--- src/rtl/alu_sequencer.sv ---
// Multi-cycle instruction sequencer that issues operands to an external ALU,
// optionally performs a req/ack memory transaction, and writes results back
// into an internal 8-entry register file (R0 hard-wired to zero).
module alu_sequencer #(
  parameter int unsigned WIDTH   = 16,
  parameter int unsigned TIMEOUT = 255
) (
  input  logic             clk,
  input  logic             rst_n,
  input  logic             instr_valid,
  input  logic [15:0]      instr,
  output logic             instr_ready,
  output logic [2:0]       alu_opcode,
  output logic [WIDTH-1:0] alu_a,
  output logic [WIDTH-1:0] alu_b,
  input  logic [WIDTH-1:0] alu_result,
  output logic             mem_req,
  output logic             mem_we,
  output logic [WIDTH-1:0] mem_addr,
  output logic [WIDTH-1:0] mem_wdata,
  input  logic [WIDTH-1:0] mem_rdata,
  input  logic             mem_ack,
  output logic             busy,
  output logic             done,
  output logic             err,
  input  logic [2:0]       dbg_sel,
  output logic [WIDTH-1:0] dbg_data
);

  localparam logic [2:0] OP_ADD  = 3'b000;
  localparam logic [2:0] OP_SUB  = 3'b001;
  localparam logic [2:0] OP_LOAD = 3'b100;
  localparam logic [2:0] OP_STR  = 3'b101;

  localparam int unsigned       CNT_W    = (TIMEOUT > 1) ? $clog2(TIMEOUT + 1) : 1;
  localparam logic [CNT_W-1:0]  TMO_LAST = CNT_W'(TIMEOUT - 1);

  typedef enum logic [2:0] {
    S_IDLE,
    S_DECODE,
    S_EXEC,
    S_MEM,
    S_WB
  } state_e;

  state_e                  state_q, state_d;
  logic [11:0]             instr_q, instr_d;
  logic [2:0]              opc_q, opc_d;
  logic [WIDTH-1:0]        a_q, a_d;
  logic [WIDTH-1:0]        b_q, b_d;
  logic                    we_q, we_d;
  logic [WIDTH-1:0]        addr_q, addr_d;
  logic [WIDTH-1:0]        wdata_q, wdata_d;
  logic [WIDTH-1:0]        wb_data_q, wb_data_d;
  logic [CNT_W-1:0]        tmo_q, tmo_d;
  logic                    err_q, err_d;
  logic [7:0][WIDTH-1:0]   regs_q, regs_d;

  // Instruction fields; the low nibble of instr carries nothing.
  logic [2:0] f_op, f_rd, f_rs1, f_rs2;
  logic       instr_unused;
  assign f_op         = instr_q[11:9];
  assign f_rd         = instr_q[8:6];
  assign f_rs1        = instr_q[5:3];
  assign f_rs2        = instr_q[2:0];
  assign instr_unused = ^instr[3:0];

  // State register and datapath latches.
  always_ff @(posedge clk or negedge rst_n) begin
    if (!rst_n) begin
      state_q   <= S_IDLE;
      instr_q   <= '0;
      opc_q     <= '0;
      a_q       <= '0;
      b_q       <= '0;
      we_q      <= 1'b0;
      addr_q    <= '0;
      wdata_q   <= '0;
      wb_data_q <= '0;
      tmo_q     <= '0;
      err_q     <= 1'b0;
      regs_q    <= '0;
    end else begin
      state_q   <= state_d;
      instr_q   <= instr_d;
      opc_q     <= opc_d;
      a_q       <= a_d;
      b_q       <= b_d;
      we_q      <= we_d;
      addr_q    <= addr_d;
      wdata_q   <= wdata_d;
      wb_data_q <= wb_data_d;
      tmo_q     <= tmo_d;
      err_q     <= err_d;
      regs_q    <= regs_d;
    end
  end

  // Next-state and datapath update. err is registered so its pulse lands in
  // the first IDLE cycle after an abort and can never overlap done (WB only).
  always_comb begin
    state_d   = state_q;
    instr_d   = instr_q;
    opc_d     = opc_q;
    a_d       = a_q;
    b_d       = b_q;
    we_d      = we_q;
    addr_d    = addr_q;
    wdata_d   = wdata_q;
    wb_data_d = wb_data_q;
    tmo_d     = tmo_q;
    err_d     = 1'b0;
    regs_d    = regs_q;
    case (state_q)
      S_IDLE: begin
        if (instr_valid) begin
          instr_d = instr[15:4];
          state_d = S_DECODE;
        end
      end
      S_DECODE: begin
        opc_d   = f_op;
        a_d     = regs_q[f_rs1];
        b_d     = regs_q[f_rs2];
        state_d = S_EXEC;
      end
      S_EXEC: begin
        case (opc_q)
          OP_ADD, OP_SUB: begin
            wb_data_d = alu_result;
            state_d   = S_WB;
          end
          OP_LOAD, OP_STR: begin
            addr_d  = alu_result;
            we_d    = (opc_q == OP_STR);
            wdata_d = (opc_q == OP_STR) ? regs_q[f_rd] : '0;
            tmo_d   = '0;
            state_d = S_MEM;
          end
          default: begin
            err_d   = 1'b1;
            state_d = S_IDLE;
          end
        endcase
      end
      S_MEM: begin
        if (mem_ack) begin
          if (!we_q) begin
            wb_data_d = mem_rdata;
          end
          state_d = S_WB;
        end else if ((TIMEOUT != 0) && (tmo_q == TMO_LAST)) begin
          err_d   = 1'b1;
          state_d = S_IDLE;
        end else begin
          tmo_d = tmo_q + 1'b1;
        end
      end
      S_WB: begin
        if ((opc_q != OP_STR) && (f_rd != 3'd0)) begin
          regs_d[f_rd] = wb_data_q;
        end
        state_d = S_IDLE;
      end
      default: begin
        state_d = S_IDLE;
      end
    endcase
  end

  // Outputs decoded from state and latched datapath registers.
  always_comb begin
    instr_ready = (state_q == S_IDLE);
    busy        = (state_q != S_IDLE);
    mem_req     = (state_q == S_MEM);
    done        = (state_q == S_WB);
    err         = err_q;
    alu_opcode  = opc_q;
    alu_a       = a_q;
    alu_b       = b_q;
    mem_we      = we_q;
    mem_addr    = addr_q;
    mem_wdata   = wdata_q;
    dbg_data    = regs_q[dbg_sel];
  end

endmodule

--- config.mk ---
export PLATFORM = sky130hd
export DESIGN_NAME = alu_sequencer
export DESIGN_NICKNAME = d
export VERILOG_FILES = /design/src/rtl/alu_sequencer.sv
export SDC_FILE = /design/constraint.sdc
export NUM_CORES = 1
export LEC_CHECK = 0
export CELL_PAD_IN_SITES_DETAIL_PLACEMENT = 0
export CELL_PAD_IN_SITES_GLOBAL_PLACEMENT = 2
export CORE_UTILIZATION = 43
export DETAILED_ROUTE_END_ITERATION = 6
export HOLD_SLACK_MARGIN = 0.05
export PLACE_DENSITY_LB_ADDON = 0.08
export SYNTH_ARGS = -nofsm -noshare
export SYNTH_HDL_FRONTEND = slang
export SYNTH_SLANG_ARGS = --single-unit
export TNS_END_PERCENT = 100
--- constraint.sdc ---
create_clock -name clk -period 5.5 [get_ports clk]
set_clock_uncertainty 0.1 [all_clocks]
set_input_delay 1.1 -clock clk [delete_from_list [all_inputs] [get_ports clk]]
set_output_delay 1.1 -clock clk [all_outputs]
set_load 0.05 [all_outputs]
==> flow_summary.yaml, run 1 <==
critical_path:
  timing.rr.start: "instr_q[7]"
  crit_chain: "clkdlybuf4s50_1 > buf_4 > mux4_2 > mux2_2 > clkdlybuf4s50_1"
  path_buf_inv: 3
  worst-path-max-fanout: 32
  startpoint_type: "input port"
  cp-end-kind: "output port"
  cp_slowest_cell: "clkdlybuf4s50_1"
  critPathKind: "input port to output port"
  required_ns: 4.30
  startpoint: "dbg_sel[1]"
  crit_top_cell: "clkdlybuf4s50_1"
  arrival_ns: 3.43
  slowest_delay_ns: 0.71
  cpLargestDelayFamily: "buffers and inverters"
die:
  dieArea_um2: 30500
  die_x_um: 175
  core-area_um2: 29000
  die_h_um: 175
  rows: 62
  ios: 144
  initial_core_util_pct: 44.2
placed_design:
  pre_cts_ws_ns: 0.857
  dpl.hpwl_um: 20500
  place_congestion: 0.773
  portBuffers: 139
  postPlaceCellArea_um2: 14500
synthesis:
  seq_area_frac_synth_pct: 46.0
  syn-num-nets: 973
  synth_cell_types: 45
  synth-edff-count: 0
  synthArstFlopShare_pct: 100
  avgSynthCellArea_um2: 14.0
  yosysWarnings: 0
  synth_flop_cell: "dfrtp_1"
  yosys_register_bits: 236
  netlist_instances: 916
  syn-cell-area_um2: 12800
final_layout:
  syn_to_final_growth_pct: 19.2
  mostFrequentLayoutCells: "dfrtp_1 (230), mux2_2 (148), clkdlybuf4s50_1 (137)"
  n_antenna_cell: 0
  final_cell_area_um2: 15300
  drive_above_1_share_pct: 35.0
  final_common_cell: "dfrtp_1"
  nets: 1074
power:
  powerDensity_nw_per_um2: 612
  ir_drop_mv: 0.281
  p_leak_uw: 0.00661
  finalPower_uw: 9360
routing:
  first_pass_iters: 4
  viasPerCell: 5.79
  drtAntennaViolNets: 0
  wl_per_cell_um: 23.0
  detailroute.via_count: 8202
  drc_errors: 0
  drt-total-wl_um: 32500
  first_iter_violations: 421
clock_network:
  cts_made_buffers: 27
  cts-root-buf: "clkbuf_16"
  clk_pin_slew_ns: 0.06
  cts_setup_buffers: 0
  post_cts_resized: 0
  clkLatencyLatePin_ns: 0.53
  clockBufferDepth: 3
  cts_tree: "yes"
  cts_sinks: 236
  ctsHoldBuffers: 0
  htreeDepth: 1
timing:
  post-route-period-util_pct: 84.3
  min_period_ns: 4.63
  max-slew-margin-rel_pct: 28.0
  setup_violations: 0
  whs_ns: 0.336
  max_freq_mhz: 216
  drv_slew: 0
  rsz0062_at_grt: "no"
  tightest_slew_ns: 1.08
  hold_violations: 0
  tns_ns: 0
  fin_ws_ns: 0.866
hold_path:
  min_from: "regs_q[3]"
  hp-class: "flip-flop to flip-flop"
grt:
  grt_pass1_wl_um: 51000
  grt_pass1_vias: 8485
  grt_max_degree: 115
  antenna_found_initial: 0
  grt_usage_pct: 22.0
  grt.overflow.total: 0
job:
  cap_viol_max_count: 0
outcome:
  status: "finished clean"
final cells by class:
cell class | count | area, µm²
fillers | 2509 | 13700
inverters | 3 | 11.3
well taps | 384 | 480
repair buffers | 159 | 1570
flip-flops and latches | 236 | 5910
multi-input cells | 590 | 6500
clock buffers | 41 | 788
clock inverters | 3 | 40.0
path summary, 6_finish.rpt:
check / endpoint / slack, ns / cells past startpoint
setup / recovery: dbg_data[13] / 0.87 / 5
hold / removal: regs_q[3] / 0.34 / 0
setup reg to reg: mem_wdata[13] / 2.85 / 4
hold reg to reg: regs_q[3] / 0.34 / 0
max in group asynchronous: alu_a[12] / 3.73 / 2
min in group asynchronous: alu_b[2] / 0.55 / 1
synth_stat cells, types with 16 or more instances:
| library cell | instances | area, µm² |
|---|---|---|
| dfrtp_1 | 236 | 5910 |
| mux2_2 | 148 | 1670 |
| mux4_2 | 128 | 2880 |
| nand2_1 | 87 | 327 |
| nor2_1 | 52 | 195 |
| clkbuf_1 | 44 | 165 |
| a21oi_1 | 40 | 200 |
| mux2i_1 | 33 | 330 |
| buf_2 | 28 | 140 |
| a22o_1 | 16 | 140 |
| a31oi_1 | 16 | 100 |
layer usage:
layer | track usage [%] | up-vias | share of wire [%] | wire [µm]
li1 | - | 3681 | - | -
met1 | 31.4 | 4245 | 45 | 14600
met2 | 35.4 | 231 | 47 | 15200
met3 | 3.48 | 45 | 5.8 | 1890
met4 | 5.33 | 0 | 2.4 | 776
met5 | 0 | - | 0 | 0
worst register-to-register path, stage by stage, from the launching register on:
cell	delay, ns
dfrtp_1	1.06
buf_4	0.50
mux4_2	0.37
mux2_2	0.31
a22o_1	0.20
report_power, final:
group	internal (µW)	leakage, µW	switching (µW)
clock network	1020	0.000407	683
logic	2040	0.00315	2260
registers	2400	0.00306	956
total	5460	0.00661	3900
through the flow:
| step | util (%) | std cells |
|---|---|---|
| 3_3_place_gp | 49.9 | 1372 |
| 6_report | 52.7 | 1416 |
| 2_1_floorplan | - | 916 |
| 3_5_place_dp | 49.9 | 1372 |
| 4_1_cts | 52.7 | 1416 |
| 5_1_grt | 52.7 | 1416 |
state kept, by name, indices dropped and copies added (netlist names):
signal      count
mem_we          1
mem_addr       16
state_q         3
wb_data_q      16
alu_b          16
alu_opcode      3
tmo_q           8
regs_q        128
err             1
instr_q        12
alu_a          16
mem_wdata      16
logic make-up (layout without fill, tap and decap cells):
family	count (synthesis)	after routing	share of synthesized area, %
adders and majority gates	2	2	0.195
muxes	320	320	39.3
AOI/OAI and AO/OA	88	88	4.20
buffers and inverters	90	206	3.40
DFF	236	236	46.0
and+or+nand+nor	180	180	6.88
Power figures use the tool's default switching activity.
==> run 2: changes to the inputs <==
--- a/config.mk
+++ b/config.mk
@@ -7,7 +7,7 @@
 export LEC_CHECK = 0
 export CELL_PAD_IN_SITES_DETAIL_PLACEMENT = 0
 export CELL_PAD_IN_SITES_GLOBAL_PLACEMENT = 2
-export CORE_UTILIZATION = 43
+export CORE_UTILIZATION = 36
 export DETAILED_ROUTE_END_ITERATION = 6
 export HOLD_SLACK_MARGIN = 0.05
 export PLACE_DENSITY_LB_ADDON = 0.08
==> constraint.sdc (replaced) <==
create_clock -name clk -period 4 [get_ports clk]
set_clock_uncertainty 0.1 [all_clocks]
set_input_delay 0.8 -clock clk [delete_from_list [all_inputs] [get_ports clk]]
set_output_delay 0.8 -clock clk [all_outputs]
set_load 0.05 [all_outputs]
==> flow_summary.yaml, run 2 (same netlist as run 1, synthesis figures left out) <==
die:
  die_x_um: 191
  initial_core_util_pct: 36.9
  ios: 144
  dieArea_um2: 36400
  rows: 68
  core-area_um2: 34800
  die_h_um: 191
critical_path:
  cp_slowest_cell: "clkdlybuf4s50_1"
  worst-path-max-fanout: 17
  slowest_delay_ns: 0.85
  startpoint_type: "flip-flop"
  arrival_ns: 2.59
  crit_chain: "nand3b_1 > clkinv_1 > clkdlybuf4s50_1"
  worstRegToRegCells: 4
  required_ns: 3.10
  cp-end-kind: "output port"
  critPathKind: "flip-flop to output port"
timing:
  tns_ns: 0
  hold_violations: 0
  drv_slew: 0
  setup_violations: 0
  max_freq_mhz: 287
  tightest_slew_ns: 1.01
  post-route-period-util_pct: 87.2
  rsz0062_at_grt: "no"
  whs_ns: 0.181
  max-slew-margin-rel_pct: 33.0
  min_period_ns: 3.49
placed_design:
  dpl.hpwl_um: 22600
  place_congestion: 0.755
  portBuffers: 139
grt:
  antenna_found_initial: 0
  grt.overflow.total: 0
  grt_max_degree: 85
  grt_pass1_wl_um: 55000
  grt_pass1_vias: 8560
  grt_usage_pct: 20.3
clock_network:
  post_cts_resized: 0
  cts_tree: "yes"
  clockBufferDepth: 3
  cts_made_buffers: 29
  cts_sinks: 236
  cts_setup_buffers: 0
  htreeDepth: 1
  ctsHoldBuffers: 0
  clk_pin_slew_ns: 0.06
  clkLatencyLatePin_ns: 0.55
  cts-root-buf: "clkbuf_16"
power:
  powerDensity_nw_per_um2: 858
  p_leak_uw: 0.00675
  ir_drop_mv: 0.474
outcome:
  status: "finished clean"
routing:
  wl_per_cell_um: 24.1
  drtAntennaViolNets: 0
  first_pass_iters: 4
  drt-total-wl_um: 36100
  drc_errors: 0
  first_iter_violations: 453
  detailroute.via_count: 8310
  viasPerCell: 5.54
final_layout:
  largest-register: "regs_q"
  drive_above_1_share_pct: 37.8
  mostFrequentLayoutCells: "dfrtp_1 (230), mux2_2 (148), mux4_2 (128)"
  final_common_cell: "dfrtp_1"
  nets: 1079
  post-route-util_pct: 44.7
  n_antenna_cell: 0
  largest_reg_flops: 128
  syn_to_final_growth_pct: 21.2
job:
  cap_viol_max_count: 0
hold_path:
  hp-class: "input port to async pin"
run 2: worst paths after layout:
| path | from | to | slack (ns) |
|---|---|---|---|
| setup / recovery | state_q[0] | mem_req | 0.51 |
| hold / removal | rst_n | alu_b[2] | 0.18 |
| setup reg to reg | instr_q[7] | regs_q[31] | 1.40 |
| hold reg to reg | regs_q[3] | regs_q[3] | 0.34 |
| max in group asynchronous | rst_n | wb_data_q[11] | 2.76 |
| min in group clk | regs_q[3] | regs_q[3] | 0.34 |
run 2: layout make-up:
cell class | count | area (µm²)
repair buffers | 162 | 1570
fillers | 3161 | 19200
inverters | 3 | 11.3
well taps | 455 | 569
flip-flops and latches | 236 | 5910
multi-input cells | 590 | 6500
clock inverters | 15 | 158
clock buffers | 38 | 830
run 2: worst max-delay path: cells and delay by family (launching register included):
kind,cells,cell delay (ns)
DFF,1,0.55
buffers and inverters,2,1.27
and+or+nand+nor,1,0.22
run 2: power breakdown:
part	total [µW]	switching [µW]	internal [µW]
Clock	2710	1060	1640
Combinational	5760	2960	2800
Sequential	4870	1580	3290
run 2: through the flow:
step | power, µW | cells | instance area (µm²) | setup WS (ns)
after CTS | 13500 | 1499 | 15600 | 0.442
after detailed placement | 10700 | 1446 | 14600 | 0.663
after global placement | 10700 | 1446 | 14600 | 0.671
after global routing | 14100 | 1499 | 15600 | 0.300
after floorplan | 8670 | 916 | 12800 | 0.832
final | 13300 | 1499 | 15600 | 0.511
run 2: per-layer routing:
metal	share of wire [%]	up-vias	GRT usage (%)
met5	0	-	0
li1	-	3700	-
met1	46	4358	28.7
met3	5.5	35	4.07
met4	1.3	0	3.54
met2	47	217	32.6
